### src/rtl/button_pkg.sv
// rtl/button_pkg.sv - shared types and width helpers for the button array
package button_pkg;

    localparam int unsigned TIMER_W_MAX = 32;

    typedef enum logic [1:0] {
        ST_IDLE  = 2'd0,
        ST_HOLD  = 2'd1,
        ST_WAIT2 = 2'd2
    } btn_state_e;

    // Width able to hold max_ms ticks with headroom so saturation sits above every match value.
    function automatic int unsigned ms_width(input int unsigned max_ms);
        int unsigned w;
        w = $clog2(max_ms + 1) + 1;
        return (w > TIMER_W_MAX) ? TIMER_W_MAX : w;
    endfunction

endpackage

### src/rtl/button_channel.sv
// rtl/button_channel.sv - one button: synchroniser, debounce, event FSM and tick timers
module button_channel
    import button_pkg::*;
#(
    parameter bit          ACTIVE_LOW  = 1'b1,
    parameter int unsigned DEBOUNCE_MS = 10,
    parameter int unsigned DELAY_MS    = 500,
    parameter int unsigned REPEAT_MS   = 200,
    parameter int unsigned DOUBLE_MS   = 400,
    parameter int unsigned LONG_MS     = 1000,
    parameter int unsigned TW          = ms_width(1000)
) (
    input  logic clk_i,
    input  logic reset_i,
    input  logic tick_i,
    input  logic din_i,
    input  logic rep_en_i,
    output logic held_o,
    output logic press_o,
    output logic unpress_o,
    output logic autorep_o,
    output logic double_o,
    output logic long_press_o
);

    localparam int unsigned   DW       = ms_width(DEBOUNCE_MS);
    localparam logic          IDLE_LVL = 1'(ACTIVE_LOW);
    localparam logic [DW-1:0] DEB_LAST = DW'((DEBOUNCE_MS > 0) ? DEBOUNCE_MS - 1 : 0);
    localparam logic [TW-1:0] DELAY_T  = TW'(DELAY_MS);
    localparam logic [TW-1:0] REPEAT_T = TW'(REPEAT_MS);
    localparam logic [TW-1:0] DOUBLE_T = TW'(DOUBLE_MS);
    localparam logic [TW-1:0] LONG_T   = TW'(LONG_MS);
    localparam logic [TW-1:0] TMAX     = '1;

    logic          sync1_q, sync2_q;
    logic          pressed;
    logic          held_q, held_d, held;
    logic [DW-1:0] deb_q, deb_d;

    btn_state_e    state_q, state_d;
    logic [TW-1:0] tmr_q, tmr_d, tmr_inc;
    logic [TW-1:0] rep_q, rep_d, rep_inc;
    logic          after_dbl_q, after_dbl_d;
    logic          press_q, press_d, unpress_q, unpress_d;
    logic          autorep_q, autorep_d, double_q, double_d, long_q, long_d;

    assign pressed = sync2_q ^ IDLE_LVL;
    assign held    = (DEBOUNCE_MS == 0) ? pressed : held_q;

    always_comb begin
        held_d = held_q;
        deb_d  = deb_q;
        if (DEBOUNCE_MS == 0) begin
            held_d = pressed;
            deb_d  = '0;
        end else if (pressed == held_q) begin
            deb_d = '0;
        end else if (tick_i) begin
            if (deb_q == DEB_LAST) begin
                held_d = ~held_q;
                deb_d  = '0;
            end else begin
                deb_d = deb_q + 1'b1;
            end
        end
    end

    assign tmr_inc = (tmr_q == TMAX) ? tmr_q : tmr_q + 1'b1;
    assign rep_inc = rep_q + 1'b1;

    // One timer serves both states: hold duration in HOLD, window age in WAIT2.
    always_comb begin
        state_d     = state_q;
        tmr_d       = tmr_q;
        rep_d       = rep_q;
        after_dbl_d = after_dbl_q;
        press_d     = 1'b0;
        unpress_d   = 1'b0;
        autorep_d   = 1'b0;
        double_d    = 1'b0;
        long_d      = 1'b0;
        unique case (state_q)
            ST_IDLE: begin
                if (held) begin
                    state_d = ST_HOLD;
                    press_d = 1'b1;
                    tmr_d   = '0;
                    rep_d   = '0;
                end
            end
            ST_HOLD: begin
                if (!held) begin
                    state_d   = ST_WAIT2;
                    unpress_d = 1'b1;
                    tmr_d     = '0;
                end else if (tick_i) begin
                    tmr_d = tmr_inc;
                    if (tmr_inc == DELAY_T) begin
                        autorep_d = rep_en_i;
                        rep_d     = '0;
                    end else if (tmr_inc > DELAY_T) begin
                        if (rep_inc == REPEAT_T) begin
                            autorep_d = rep_en_i;
                            rep_d     = '0;
                        end else begin
                            rep_d = rep_inc;
                        end
                    end
                    if (LONG_MS != 0 && tmr_inc == LONG_T) begin
                        long_d = 1'b1;
                    end
                end
            end
            ST_WAIT2: begin
                if (held) begin
                    state_d = ST_HOLD;
                    press_d = 1'b1;
                    tmr_d   = '0;
                    rep_d   = '0;
                    if (tmr_q >= DOUBLE_T) begin
                        after_dbl_d = 1'b0;
                    end else if (!after_dbl_q) begin
                        double_d    = 1'b1;
                        after_dbl_d = 1'b1;
                    end
                end else if (tmr_q >= DOUBLE_T) begin
                    state_d     = ST_IDLE;
                    after_dbl_d = 1'b0;
                end else if (tick_i) begin
                    tmr_d = tmr_inc;
                end
            end
            default: state_d = ST_IDLE;
        endcase
    end

    always_ff @(posedge clk_i or posedge reset_i) begin
        if (reset_i) begin
            sync1_q     <= IDLE_LVL;
            sync2_q     <= IDLE_LVL;
            held_q      <= 1'b0;
            deb_q       <= '0;
            state_q     <= ST_IDLE;
            tmr_q       <= '0;
            rep_q       <= '0;
            after_dbl_q <= 1'b0;
            press_q     <= 1'b0;
            unpress_q   <= 1'b0;
            autorep_q   <= 1'b0;
            double_q    <= 1'b0;
            long_q      <= 1'b0;
        end else begin
            sync1_q     <= din_i;
            sync2_q     <= sync1_q;
            held_q      <= held_d;
            deb_q       <= deb_d;
            state_q     <= state_d;
            tmr_q       <= tmr_d;
            rep_q       <= rep_d;
            after_dbl_q <= after_dbl_d;
            press_q     <= press_d;
            unpress_q   <= unpress_d;
            autorep_q   <= autorep_d;
            double_q    <= double_d;
            long_q      <= long_d;
        end
    end

    assign held_o       = held;
    assign press_o      = press_q;
    assign unpress_o    = unpress_q;
    assign autorep_o    = autorep_q;
    assign double_o     = double_q;
    assign long_press_o = long_q;

endmodule

### src/rtl/button_array_controller.sv
// rtl/button_array_controller.sv - shared millisecond prescaler driving N_CH button channels
module button_array_controller
    import button_pkg::*;
#(
    parameter int unsigned     CLK_HZ      = 50000000,
    parameter int unsigned     N_CH        = 4,
    parameter bit              ACTIVE_LOW  = 1'b1,
    parameter int unsigned     DEBOUNCE_MS = 10,
    parameter int unsigned     DELAY_MS    = 500,
    parameter int unsigned     REPEAT_MS   = 200,
    parameter int unsigned     DOUBLE_MS   = 400,
    parameter int unsigned     LONG_MS     = 1000,
    parameter logic [N_CH-1:0] REPEAT_EN   = {N_CH{1'b1}}
) (
    input  logic            clk_i,
    input  logic            reset_i,
    input  logic [N_CH-1:0] din_i,
    output logic [N_CH-1:0] held_o,
    output logic [N_CH-1:0] press_o,
    output logic [N_CH-1:0] unpress_o,
    output logic [N_CH-1:0] autorep_o,
    output logic [N_CH-1:0] double_o,
    output logic [N_CH-1:0] long_press_o
);

    localparam int unsigned   DIV      = CLK_HZ / 1000;
    localparam int unsigned   PW       = (DIV > 1) ? $clog2(DIV) : 1;
    localparam logic [PW-1:0] DIV_LAST = PW'(DIV - 1);

    localparam int unsigned MAX_A = (DELAY_MS > REPEAT_MS) ? DELAY_MS : REPEAT_MS;
    localparam int unsigned MAX_B = (DOUBLE_MS > LONG_MS) ? DOUBLE_MS : LONG_MS;
    localparam int unsigned TW    = ms_width((MAX_A > MAX_B) ? MAX_A : MAX_B);

    logic [PW-1:0] presc_q, presc_d;
    logic          tick;

    always_comb begin
        tick    = (presc_q == DIV_LAST);
        presc_d = tick ? '0 : presc_q + 1'b1;
    end

    always_ff @(posedge clk_i or posedge reset_i) begin
        if (reset_i) begin
            presc_q <= '0;
        end else begin
            presc_q <= presc_d;
        end
    end

    for (genvar g = 0; g < N_CH; g++) begin : g_ch
        button_channel #(
            .ACTIVE_LOW  (ACTIVE_LOW),
            .DEBOUNCE_MS (DEBOUNCE_MS),
            .DELAY_MS    (DELAY_MS),
            .REPEAT_MS   (REPEAT_MS),
            .DOUBLE_MS   (DOUBLE_MS),
            .LONG_MS     (LONG_MS),
            .TW          (TW)
        ) u_ch (
            .clk_i        (clk_i),
            .reset_i      (reset_i),
            .tick_i       (tick),
            .din_i        (din_i[g]),
            .rep_en_i     (REPEAT_EN[g]),
            .held_o       (held_o[g]),
            .press_o      (press_o[g]),
            .unpress_o    (unpress_o[g]),
            .autorep_o    (autorep_o[g]),
            .double_o     (double_o[g]),
            .long_press_o (long_press_o[g])
        );
    end

endmodule

### config.mk
export PLATFORM = sky130hd
export DESIGN_NAME = button_array_controller
export DESIGN_NICKNAME = d
export VERILOG_FILES = /design/src/rtl/button_pkg.sv /design/src/rtl/button_channel.sv /design/src/rtl/button_array_controller.sv
export SDC_FILE = /design/constraint.sdc
export NUM_CORES = 1
export LEC_CHECK = 0
export ABC_AREA = 1
export BUFFER_PORTS_ARGS = -buffer_cell sky130_fd_sc_hd__buf_2
export CAP_MARGIN = 30
export CORE_UTILIZATION = 64
export DETAILED_ROUTE_END_ITERATION = 7
export PLACE_DENSITY = 0.81
export REMOVE_ABC_BUFFERS = 1
export SLEW_MARGIN = 10
export SYNTH_ARGS = -nofsm -noshare
export SYNTH_HDL_FRONTEND = slang
export SYNTH_SLANG_ARGS = --single-unit
### constraint.sdc
create_clock -name clk_i -period 5.8 [get_ports clk_i]
set_input_delay 0.29 -clock clk_i [delete_from_list [all_inputs] [get_ports clk_i]]
set_output_delay 0.29 -clock clk_i [all_outputs]
set_load 0.1 [all_outputs]
### After elaboration in Yosys (flattened, before gate mapping)

Cells that the tools add are included.

* add/sub/neg operators: 13
* magnitude comparators: 8
* equal/unequal tests: 65
* multiplexer cells: 169
* bitwise gates (word level): 12
* reduce and logical (&&, ||, !) cells: 44

Operators by type and width (number)
* 11-bit 2-to-1 mux: 44
* 11-bit case mux with 3 select lines: 4
* 11-bit by 1-bit adder with 11-bit output (second input constant): 8
* 11-bit case mux with 2 select lines: 4
* 1-bit 2-to-1 mux: 84
* 5-bit 2-to-1 mux: 12
* 11-bit by 10-bit equality test with 1-bit output (second input constant): 4
* 11-bit equality test (second input constant): 4
* 11-bit by 8-bit equality test with 1-bit output (second input constant): 4
* 11-bit by 9-bit equality test with 1-bit output (second input constant): 4
* 11-bit by 9-bit greater-or-equal comparator with 1-bit output (second input constant): 4
* 11-bit by 9-bit greater-than comparator with 1-bit output (second input constant): 4
* 3-bit AND reduction: 12
* 2-bit 2-to-1 mux: 16
* 2-bit by 1-bit inequality test with 1-bit output (second input constant): 13
* 3-bit by 1-bit inequality test with 1-bit output (second input constant): 8
* 2-bit case mux with 3 select lines: 4
* 2-bit nonzero test: 12
* 5-bit by 1-bit adder with 5-bit output (second input constant): 4
* 5-bit by 4-bit equality test with 1-bit output (second input constant): 4
* 5-bit AND reduction: 4
* 16-bit by 1-bit adder with 16-bit output (second input constant): 1
* 16-bit equality test (second input constant): 1
* 16-bit 2-to-1 mux: 1
* 10 further kinds: 51

* register bits after elaboration: 168
* input port bits: 6
* output and inout bits: 24
* logic and storage cells: 364

### Depth between registers and ports, before layout

* depth in word-level cells: 8
* gate-level depth with buffers: 17

### Hierarchy

Synthesis repeated with hierarchy kept, for this count alone.

* cell total of the unflattened synthesis: 1613
* area, all modules: 11606.1 um^2

By module, submodules not included
* button_channel (g_ch[0].u_ch ...): instances 2, cells each 372, area each 2715.1 um^2, sequential area each 953.4 um^2
* button_channel (g_ch[1].u_ch): instances 1, cells each 371, area each 2686.3 um^2, sequential area each 953.4 um^2
* button_channel (g_ch[3].u_ch): instances 1, cells each 375, area each 2605.0 um^2, sequential area each 953.4 um^2
* button_array_controller: instances 1, cells each 123, area each 884.6 um^2, sequential area each 400.4 um^2

### Worst setup path before layout

OpenSTA, ideal clock, no wires.

* kind: register -> register
* from: register g_ch[3].u_ch.tmr_q[0]
* to: register g_ch[3].u_ch.rep_q[4]
* library setup time: 0.117 ns
* data arrival time: 1.861 ns
* data required time: 5.683 ns
* setup slack: 3.822 ns
* cell stages (with the launch flop): 15
* clock period less this slack: 1.978 ns
* path through: dfrtp_1 > ha_1 > inv_2 > nor2_4 > nand3_2 > buf_6 > nand3_2 > nand2_1 > nor2_2 > nand3_4 > nand3_2 > nand2_2 > buf_6 > nand2_1 > nand2_1

* word-level cells in the longest chain between the ends: 7
* elaborated cells between the ends (all ways): 11
* classes of those cells: add/sub (1); order compare (1); eq/ne (3); mux (5); reduce/logical (1)

Ends and longest elaborated chain
* start: declaration: line button_channel.sv:41 `logic [TW-1:0] tmr_q, tmr_d, tmr_inc;`
* start signal: assignment: line button_channel.sv:158 `tmr_q <= tmr_d;`
* 11-bit by 1-bit adder with 11-bit output or 11-bit equality test (tied branches): line button_channel.sv:68 `assign tmr_inc = (tmr_q == TMAX) ? tmr_q : tmr_q + 1'b1;`
* 11-bit 2-to-1 mux *: line button_channel.sv:68
* parallel branches: the longest is 5 deep, another holds 11-bit by 9-bit greater-than comparator with 1-bit output
* end signal: assignment: line button_channel.sv:159 `rep_q <= rep_d;`
* end: declaration: line button_channel.sv:42 `logic [TW-1:0] rep_q, rep_d, rep_inc;`

Every way passes the cells marked *. The select of a mux whose other input is x is not followed.
A chain may end at the register's enable or synchronous reset.

### Final worst setup path

* from: register presc_q[0]
* to: register g_ch[0].u_ch.rep_q[5]

* word-level cells in the longest chain between the ends: 3

Ends and longest elaborated chain
* start: declaration: line button_array_controller.sv:34 `logic [PW-1:0] presc_q, presc_d;`
* start signal: assignment: line button_array_controller.sv:46 `presc_q <= presc_d;`
* 16-bit equality test: line button_array_controller.sv:38 `tick = (presc_q == DIV_LAST);`
* 2-bit by 1-bit inequality test with 1-bit output (no source line)
* 5-bit AND reduction (no source line)
* end signal: assignment: line button_channel.sv:159
* end: declaration: line button_channel.sv:42

Every way passes these cells.

==> results <==
- The run finished with clean final reports.
- Counting buffers and inverters, the worst setup path is 10 cells deep.
- Clock-pin slew was measured on the worst setup and hold paths at 0.07 ns.
- The max-cap violation count is 0.
- The number of search-and-repair iterations in the first detailed-routing pass is 5.
- The number of clock buffers inserted by TritonCTS is 17.
- 30 I/O pins were placed.
- The ratio of routed vias to standard cells is 5.474.
- The via count of the first global-routing pass is 9076.
- The final clock period utilization by the worst path is about half.
- The highest attainable clock frequency is around 0.34 GHz.
- The clock drives ~170 sinks.
- The detailed-route DRC error count is 0.
- STA puts the critical path data arrival time at around 3.2 ns.
- Synthesis handed over a netlist of 1558 instances.
- The count of distinct cell types in the synthesized netlist is between 40 and 50.
- Measured against its own limit, the worst slew margin works out to between 40 and 50%.
- After floorplanning, the core was sized to cover between 15000 and 20000 um2.
- The first-iteration detailed-routing DRC count is 588.
- The floorplan die area is approximately 18000 um2.
- The final route contains ~10000 vias.
- The highest net fanout along the worst path is 12.
- Across every metal layer, demand over resource in global routing totals about 28%.
- TritonCTS built the clock tree.
- The count of input and output buffers is 29.
- Among all stages on the critical path, the largest delay is contributed by sky130_fd_sc_hd__a21oi_1.
- The commonest cells after synthesis are 399 x sky130_fd_sc_hd__nand2_1, 214 x sky130_fd_sc_hd__nor2_1, 199 x sky130_fd_sc_hd__inv_1, 160 x sky130_fd_sc_hd__dfrtp_1, 142 x sky130_fd_sc_hd__nand3_1.
- The die is 133.0 um wide.
- The largest clock skew in the final design is between 0.01 and 0.015 ns.
- The final number of setup-violating endpoints is 0.
- In this design, the stage delay of the slowest critical-path cell is 0.77 ns.
- The setup slack of the critical path after layout is 2.891 ns.
- Data on the critical path is required at its endpoint by 6.12 ns.
- Adding up every negative setup slack in the final design gives 0 ns.
- The average cell area after synthesis is 7.045 um2.
- The max-slew violation count was 0.
- The total overflow left after global routing is 0.
- The worst path in the final design needs a cycle of approximately 2.9 ns, including I/O delays and setup.
- The family of cells with the greatest summed delay on the critical path is simple AND/OR/NAND/NOR gates.
- Measured along the y axis, the die boundary spans 133.0 um.
- The nature of the critical path endpoint is a flip-flop.
- The register-to-register setup slack is around 2.9 ns.
- The maximum number of pins on one net before global-route repair is a little under 90.
- Yosys mapped a number of flops with a built-in enable equal to 0.
- CTS placed an instance of sky130_fd_sc_hd__clkbuf_16 at the clock tree root.
- The most common flop cell mapped by yosys is sky130_fd_sc_hd__dfrtp_1.
- The final layout contains between 1500 and 2000 nets.
- The later pin in the worst-skew pair is clocked with a latency of approximately 0.44 ns.
- The hold violation count in the final report came to 0.
- The clock tree synthesis step divided the H-tree into 4 levels.
- The synthesis-to-layout area growth is 6.441%.
- Sorting the synthesized cells by area gives the leading types as sky130_fd_sc_hd__dfrtp_1 36%, sky130_fd_sc_hd__nand2_1 14%, sky130_fd_sc_hd__nor2_1 7.3%, sky130_fd_sc_hd__inv_1 6.8%, sky130_fd_sc_hd__nand3_1 6.5%.
- The first global-routing pass estimated between 40 and 50 mm of wire.
- The count of warnings emitted by yosys is 0.
- In this run, placement finished with an instance count of between 1500 and 2000.
- Power spread over the standard cell area amounts to 198.9 nW/um2.
- Summed over all cells, the static leakage comes to roughly 0.0056 uW.
- In this run, synthesis produced a sequential element count of ~170.
- The share of the yosys chip area belonging to registers is 38.39%.
- For the worst flop-to-flop path, the logic depth is 10.
- 0 antenna diodes ended up in the layout.
- The number of buffers and inverters on the critical path is 1.
- The number of routed nets with antenna violations is 0.
- The completed layout was analyzed and its total power is 2323 uW.
- The routed wire length is ~23 mm.
- sky130_fd_sc_hd__nand2_1 is the most common cell in the netlist.
- Summed over its instances, the top area cell type makes up between 30% and 40% of the synthesized netlist area.
- The initial utilization of the core area, before any placement, comes to 65.95%.
- The fraction of final layout cells with drive strength greater than 1 is 7.707%.
- Summed over all nets, the half-perimeter wirelength after detailed placement is about 17 mm.
- STA classifies the critical path startpoint as a flip-flop.
- Counting flops with an async set or reset pin after synthesis yields a share of 100.0%.
- The type of the worst setup path is flip-flop to flip-flop.
- The post-placement worst setup slack is between 2 and 3 ns.
- The worst-case vdd ir drop is around 0.19 mV.
- The type of the tightest min-delay check is input port to asynchronous set/reset pin.
- The routed length per instance is 13.05 um.
- The number of antenna violations at the first check in global routing is 0.
- Routability-driven placement finished with a final weighted congestion of 0.9101.
- The clock passes through at most 2 buffers.
- Setup repair after global routing left no endpoint under its margin.
- The number of standard cells in the final layout excluding fillers is 1790.
- The synthesized netlist occupies a cell area of about 11000 um2.
- At the pin with the least slew margin, the transition time is 0.8368 ns.
- Among the stages of the critical path, the cell type that occurs most often is sky130_fd_sc_hd__nand2_1.
- Walking the worst path, the cells encountered are ha_1 > nand2_1 > inv_2 > nand2_1 > nor4_1 > nand2_1 > a21oi_1 > nand2_1 > nand2_1 > nand2_1.
- Summed over all instances, the cell type with the most area after synthesis is sky130_fd_sc_hd__dfrtp_1.
- The worst hold slack across all endpoints is between 0.015 and 0.02 ns.
- The floorplan has 47 rows.
## stage by stage
stage               area [um2]  utilization, %
floorplan                10600               -
global placement         11040           66.31
detailed placement       11060           66.48
CTS                      11680           70.20
global route             11680           70.20
finish                   11680           70.20
## registers in the layout, indices dropped and copies added (netlist names), 8 cells and up
register	count
g_ch.u_ch.deb_q	20
presc_q	16
g_ch.u_ch.state_q	8
g_ch.u_ch.rep_q	44
g_ch.u_ch.tmr_q	44
## area by class of cell
type	count	area, um2
inverters	206	778.2
flip-flops and latches	168	4214
clock buffers	18	429.2
fillers	1355	4960
clock inverters	14	150.1
multi-input cells	1128	5608
repair buffers	36	227.7
well taps	220	275.3
## routing by layer
layer | up-vias | track usage (%) | routed length, um
li1 | 4975 | - | -
met1 | 4545 | 37.20 | 10700
met3 | 38 | 3.908 | 1027
met4 | 0 | 8.748 | 389
met5 | - | 0 | 0
met2 | 241 | 46.86 | 11240
## placed cells by master (no fill, tap or decap), types with 9 or more instances in the layout
cell type / instances
sky130_fd_sc_hd__xor2_1: 26
sky130_fd_sc_hd__o21ai_1: 14
sky130_fd_sc_hd__inv_1: 198
sky130_fd_sc_hd__nand4_1: 31
sky130_fd_sc_hd__nand3_1: 142
sky130_fd_sc_hd__nor2_1: 214
sky130_fd_sc_hd__nor3_1: 45
sky130_fd_sc_hd__dfrtp_1: 160
sky130_fd_sc_hd__a21oi_1: 56
sky130_fd_sc_hd__o21ai_0: 56
sky130_fd_sc_hd__buf_2: 29
sky130_fd_sc_hd__nand2_2: 9
sky130_fd_sc_hd__nand2_1: 399
sky130_fd_sc_hd__ha_1: 37
sky130_fd_sc_hd__nor2_2: 14
sky130_fd_sc_hd__xnor2_1: 11
sky130_fd_sc_hd__a211oi_1: 11
sky130_fd_sc_hd__clkbuf_16: 17
## worst reg2reg max path, delay by kind of cell (launching register included)
| family | cells | cell delay (ns) |
|---|---|---|
| and+or+nand+nor | 7 | 1.36 |
| AOI/OAI and AO/OA | 1 | 0.78 |
| DFF | 1 | 0.38 |
| adders and majority gates | 1 | 0.20 |
| buffers and inverters | 1 | 0.07 |
## final timing paths
kind / from / end
worst max register to register: presc_q[0] / g_ch[0].u_ch.rep_q[5]
worst max-delay path: presc_q[0] / g_ch[0].u_ch.rep_q[5]
worst min register to register: g_ch[2].u_ch.sync1_q / g_ch[2].u_ch.sync2_q
max in group asynchronous: reset_i / g_ch[0].u_ch.sync2_q
min in group clk_i: g_ch[2].u_ch.sync1_q / g_ch[2].u_ch.sync2_q
worst min-delay path: reset_i / g_ch[1].u_ch.rep_q[3]
## cell families after synthesis
logic type	synth area share, %
flip-flops	38.39
buffers and inverters	10.51
multiplexers	0.09120
AO/OA/AOI/OAI	8.311
XOR/XNOR	2.953
AND/OR/NAND/NOR	35.52
adder cells (fa/ha/maj)	4.218
## timing repair
item | in CTS | in global routing
hold buffers | 4 | 0
setup buffers | 0 | 0
endpoints found under the setup margin | 0 | 0
endpoints found under the hold margin | 4 | 0
resized for setup | 0 | 0
## power by group
group / internal (uW) / total [uW] / switching, uW
Sequential: 1180 / 1180 / 3.24
Clock: 575 / 1100 / 527
Combinational: 9.49 / 41.2 / 31.7
Total: 1760 / 2320 / 562
Note: power is estimated with default switching activity, not from simulation.
